## config.mk

```make
export PLATFORM = sky130hd
export DESIGN_NAME = div_stall_unit
export DESIGN_NICKNAME = d
export VERILOG_FILES = /design/src/rtl/div_stall_unit.sv
export SDC_FILE = /design/constraint.sdc
export NUM_CORES = 1
export LEC_CHECK = 0
export CORE_ASPECT_RATIO = 1.25
export CORE_MARGIN = 5
export CORE_UTILIZATION = 37
export CTS_CLUSTER_DIAMETER = 40
export DETAILED_ROUTE_END_ITERATION = 8
export GPL_TIMING_DRIVEN = 0
export SLEW_MARGIN = 0
export SYNTH_ARGS = -nofsm -noshare
export SYNTH_HDL_FRONTEND = slang
export SYNTH_SLANG_ARGS = --single-unit
```

## constraint.sdc

```tcl
create_clock -name clk -period 4.3 [get_ports clk]
set_input_delay 0.645 -clock clk [delete_from_list [all_inputs] [get_ports clk]]
set_output_delay 0.645 -clock clk [all_outputs]
set_load 0.05 [all_outputs]
```

## src/rtl/div_stall_unit.sv

```systemverilog
`timescale 1ns/1ps
// div_stall_unit: multi-cycle radix-2 restoring divider for DIV/DIVU in the
// Execute stage. It raises stall_div while a quotient is being formed, then
// presents a stable HI (remainder) / LO (quotient) pair while result_valid is
// high. An exception flush (annul) aborts any division in flight.
module div_stall_unit #(
  parameter int WIDTH = 32,
  parameter int CNT_W = 6
) (
  input  logic             clk,
  input  logic             resetn,
  input  logic             start,
  input  logic             signed_div,
  input  logic [WIDTH-1:0] opa,
  input  logic [WIDTH-1:0] opb,
  input  logic             hold,
  input  logic             annul,
  output logic             stall_div,
  output logic             result_valid,
  output logic [WIDTH-1:0] hi_o,
  output logic [WIDTH-1:0] lo_o
);

  typedef enum logic [1:0] {
    IDLE,
    BUSY,
    DONE
  } stateT;

  stateT            state;
  stateT            nextState;
  logic [CNT_W-1:0] count;
  logic [WIDTH-1:0] divisor;
  logic [WIDTH-1:0] remReg;
  logic [WIDTH-1:0] quoReg;
  logic [WIDTH-1:0] hiReg;
  logic [WIDTH-1:0] loReg;
  logic             negQuo;
  logic             negRem;

  logic             accept;
  logic             zeroDivisor;
  logic             lastStep;
  logic [WIDTH-1:0] absA;
  logic [WIDTH-1:0] absB;
  logic [WIDTH:0]   remShift;
  logic [WIDTH:0]   trialDiff;
  logic             trialOk;
  logic [WIDTH-1:0] nextRem;
  logic [WIDTH-1:0] nextQuo;

  assign hi_o = hiReg;
  assign lo_o = loReg;

  // Operand magnitudes and one restoring step. The partial remainder is always
  // below the divisor, so a borrow out of the WIDTH+1 bit subtraction lands in
  // the top bit exactly when the trial subtraction went negative.
  always_comb begin
    zeroDivisor = (opb == '0);
    absA        = (signed_div && opa[WIDTH-1]) ? (~opa + 1'b1) : opa;
    absB        = (signed_div && opb[WIDTH-1]) ? (~opb + 1'b1) : opb;
    lastStep    = (count == CNT_W'(WIDTH - 1));
    remShift    = {remReg, quoReg[WIDTH-1]};
    trialDiff   = remShift - {1'b0, divisor};
    trialOk     = ~trialDiff[WIDTH];
    nextRem     = trialOk ? trialDiff[WIDTH-1:0] : remShift[WIDTH-1:0];
    nextQuo     = {quoReg[WIDTH-2:0], trialOk};
  end

  // State register; reset discards any division in progress.
  always_ff @(posedge clk or negedge resetn) begin
    if (!resetn) begin
      state <= IDLE;
    end else begin
      state <= nextState;
    end
  end

  // Next-state and handshake outputs; annul overrides start and hold everywhere.
  always_comb begin
    nextState    = state;
    stall_div    = 1'b0;
    result_valid = 1'b0;
    accept       = 1'b0;
    case (state)
      IDLE: begin
        if (start && !annul) begin
          stall_div = 1'b1;
          accept    = 1'b1;
          nextState = zeroDivisor ? DONE : BUSY;
        end
      end
      BUSY: begin
        if (annul) begin
          nextState = IDLE;
        end else begin
          stall_div = 1'b1;
          if (lastStep) begin
            nextState = DONE;
          end
        end
      end
      DONE: begin
        result_valid = 1'b1;
        if (annul || !hold) begin
          nextState = IDLE;
        end
      end
      default: begin
        nextState = IDLE;
      end
    endcase
  end

  // Datapath: latch operands on accept, iterate while busy, and load HI/LO only
  // on a normal completion or a divide-by-zero so annul leaves them untouched.
  always_ff @(posedge clk or negedge resetn) begin
    if (!resetn) begin
      count   <= '0;
      divisor <= '0;
      remReg  <= '0;
      quoReg  <= '0;
      negQuo  <= 1'b0;
      negRem  <= 1'b0;
      hiReg   <= '0;
      loReg   <= '0;
    end else if (accept) begin
      count <= '0;
      if (zeroDivisor) begin
        hiReg <= opa;
        loReg <= '1;
      end else begin
        divisor <= absB;
        remReg  <= '0;
        quoReg  <= absA;
        negQuo  <= signed_div & (opa[WIDTH-1] ^ opb[WIDTH-1]);
        negRem  <= signed_div & opa[WIDTH-1];
      end
    end else if (state == BUSY && !annul) begin
      remReg <= nextRem;
      quoReg <= nextQuo;
      count  <= count + CNT_W'(1);
      if (lastStep) begin
        hiReg <= negRem ? (~nextRem + 1'b1) : nextRem;
        loReg <= negQuo ? (~nextQuo + 1'b1) : nextQuo;
      end
    end
  end

endmodule
```

==> results_dict.tcl <==
set metrics [dict create \
    htreeDepth 4 \
    placed_cell_area_sq_um 14000 \
    max_stage_delay_ns 0.55 \
    async_reset_ff_frac 1.00 \
    fp.dieW_um 171 \
    r2r_start "remReg[28]" \
    reg2reg_depth 20 \
    final_area_sq_um 15600 \
    min_path_type "in -> async" \
    synth_nets 1623 \
    final_cells 2142 \
    area_delta_synth_final_pct 30.2 \
    seq_area_frac_synth 0.354 \
    ys.flop_type "dfrtp_1" \
    reg2reg_slack_ns -0.23 \
    initial_core_util 0.375 \
    synth-edff-count 0 \
    crit_path_end_kind "flip-flop" \
    synth_cell_types 71 \
    grt_pass1_wl_um 64000 \
    synth_top_area_frac 0.354 \
    critPathKind "reg -> reg" \
    max-cap-violations 0 \
    powerDensity_nw_per_um2 355 \
    syn_area_per_cell_sq_um 7.92 \
    root_buffer "clkbuf_16" \
    num_io_pins 136 \
    clock_skew_ns 0.0143 \
    route.detailed.drc 0 \
    syn_area_sq_um 12000 \
    overflow 0 \
    grt_pass1_vias 11600 \
    cts_buffers 17 \
    viasPerCell 5.51 \
    rsz0062_at_grt "yes" \
    hold_violations 0 \
    violations "negative setup slack" \
    synth_top_area_cell "dfrtp_1" \
    dp.final_hpwl_um 32300 \
    ys_warn_count 0 \
    grt_max_degree 100 \
    crit_slowest_cell "or4_4" \
    worstPathRequired_ns 4.60 \
    arrival_ns 4.83 \
    grt_usage 0.227 \
    antenna_found_initial 0 \
    dp_cells 2063 \
    worstMarginPinSlew_ns 0.962 \
    finalWeightedCongestion 0.927 \
    dieHeight_um 211 \
    critPathBufInv 2 \
    n_fill_cell 3179 \
    cts_buffer_depth 2 \
    power.total_w 0.00555 \
    cts_hold_buf 0 \
    syn_inst 1515 \
    die-area_sq_um 36200 \
    synthTopCellsByCount "a21oi_1, nor2_1, dfrtp_1, nand2_1, o21ai_0" \
    path_cells "ha_1 > a21o_1 > a21o_1 > a21oi_4 > mux2i_1 > o221a_2 > and2_4 > inv_12 > buf_12 > mux2i_4 > ha_4 > nand2_4 > or4_4 > a21oi_4 > nand3_2 > o21ai_4 > and4_4 > a31o_1 > xnor2_2 > a211oi_2" \
    maxSlewViolCount 0 \
    relSlewSlack 0.354 \
    drt-pass1-iter-count 6 \
    worst_slack_ns -0.225 \
    cts.sinks 170 \
    netlist_top_cells_area "dfrtp_1, a21oi_1, xor2_1, nor2_1, o21ai_0" \
    outcome "finished, violations left" \
    worstSetupStartpoint "remReg[28]" \
    path_max_fanout 6 \
    wirelength_um 41800 \
    core_sq_um 32000 \
    vias 11800 \
    port_buffers 135 \
    fin_crit_sh 1.05 \
    cp_top_family "compound AO/OA/AOI/OAI gates" \
    antenna_cells 0 \
    wl_per_cell_um 19.5 \
    fmax_ghz 0.221 \
    drtAntennaViolNets 0 \
    clock_latency_ns 0.45 \
    setup_violations 12 \
    whs_ns 0.224 \
    cts_tree "yes" \
    fin_crit_ns 4.53 \
    drtIter0Drc 755 \
    drive_gt1_frac 0.132 \
    ir_drop_uv 266 \
    r2r_end "hi_o[28]" \
    core.rowCount 73 \
    ys_ff_latch 170 \
    cts.reportedPaths.clkPinSlew_ns 0.07 \
    start_kind "flip-flop" \
    nets 1826 \
    p_leak_nw 6.50 \
]
[state kept, by name (all words and copies together), names as in the netlist]
signal and count:
state 2, hi_o 32, divisor 32, count 6, quoReg 32, negQuo 1
negRem 1, lo_o 32, remReg 32
[area by class of cell]
cell class,instances,area (sq um),share of cell area
buffer,80,383,0.0245
inverter,53,214,0.0137
clock inverter,13,146,0.00937
timing repair buffer,190,1820,0.117
clock buffer,18,439,0.0281
multi-input combinational,1206,7840,0.502
sequential,170,4260,0.273
tap,412,515,0.0330
[per-stage QoR]
stage                util  TNS [ns]  worst slack (ns)
floorplan               -         0           0.00743
global placement    0.437   -852.17             -4.60
detailed placement  0.438    -82.64             -1.35
CTS                 0.475     -1.43            -0.211
global route        0.489     -3.88            -0.359
finish              0.489     -1.82            -0.225
[routing by layer]
metal / global-route usage / wire [um]
met3: 0.0275 / 1610
met4: 0.113 / 2010
met1: 0.270 / 17000
met5: 0 / 0
met2: 0.402 / 21200
[how the worst max path moves through the flow]
stage / to / depth (start not counted)
after floorplan: hi_o[26] / 23
after global placement: divisor[1] / 1
after detailed placement: lo_o[30] / 23
after CTS: hi_o[28] / 24
after global routing: hi_o[18] / 23
final: hi_o[28] / 20
[kinds of logic (layout without fill, tap and decap cells)]
| logic type | after synthesis | count (layout) | synth area share |
|---|---|---|---|
| muxes | 30 | 30 | 0.0252 |
| AOI/OAI and AO/OA | 451 | 451 | 0.218 |
| buffers and inverters | 139 | 354 | 0.0462 |
| xor gates and xnor gates | 141 | 141 | 0.103 |
| DFF | 170 | 170 | 0.354 |
| adders and majority gates | 38 | 38 | 0.0402 |
| and+or+nand+nor | 546 | 546 | 0.213 |
[power by group]
group	internal, W	switching (W)
logic	0.000799	0.00117
registers	0.00178	0.000208
clock network	0.000873	0.000712
total	0.00346	0.00209
[placed cells by master (no fill, tap or decap), drive strengths merged, types with 54 or more instances in the layout]
cell type,synthesis,final
a21oi,188,188
buf,22,72
clkbuf,64,82
clkdlybuf4s50,0,134
dfrtp,170,170
inv,52,54
nand2,146,146
nor2,186,186
o21ai,143,143
xnor2,58,58
xor2,83,83
[what timing repair did]
item,in CTS,in global routing
resized for setup,75,76
pin swaps,27,39
setup endpoints to repair,76,141
gates cloned,0,0
setup buffers,40,16
No activity file was read; power rests on OpenSTA's default activity.
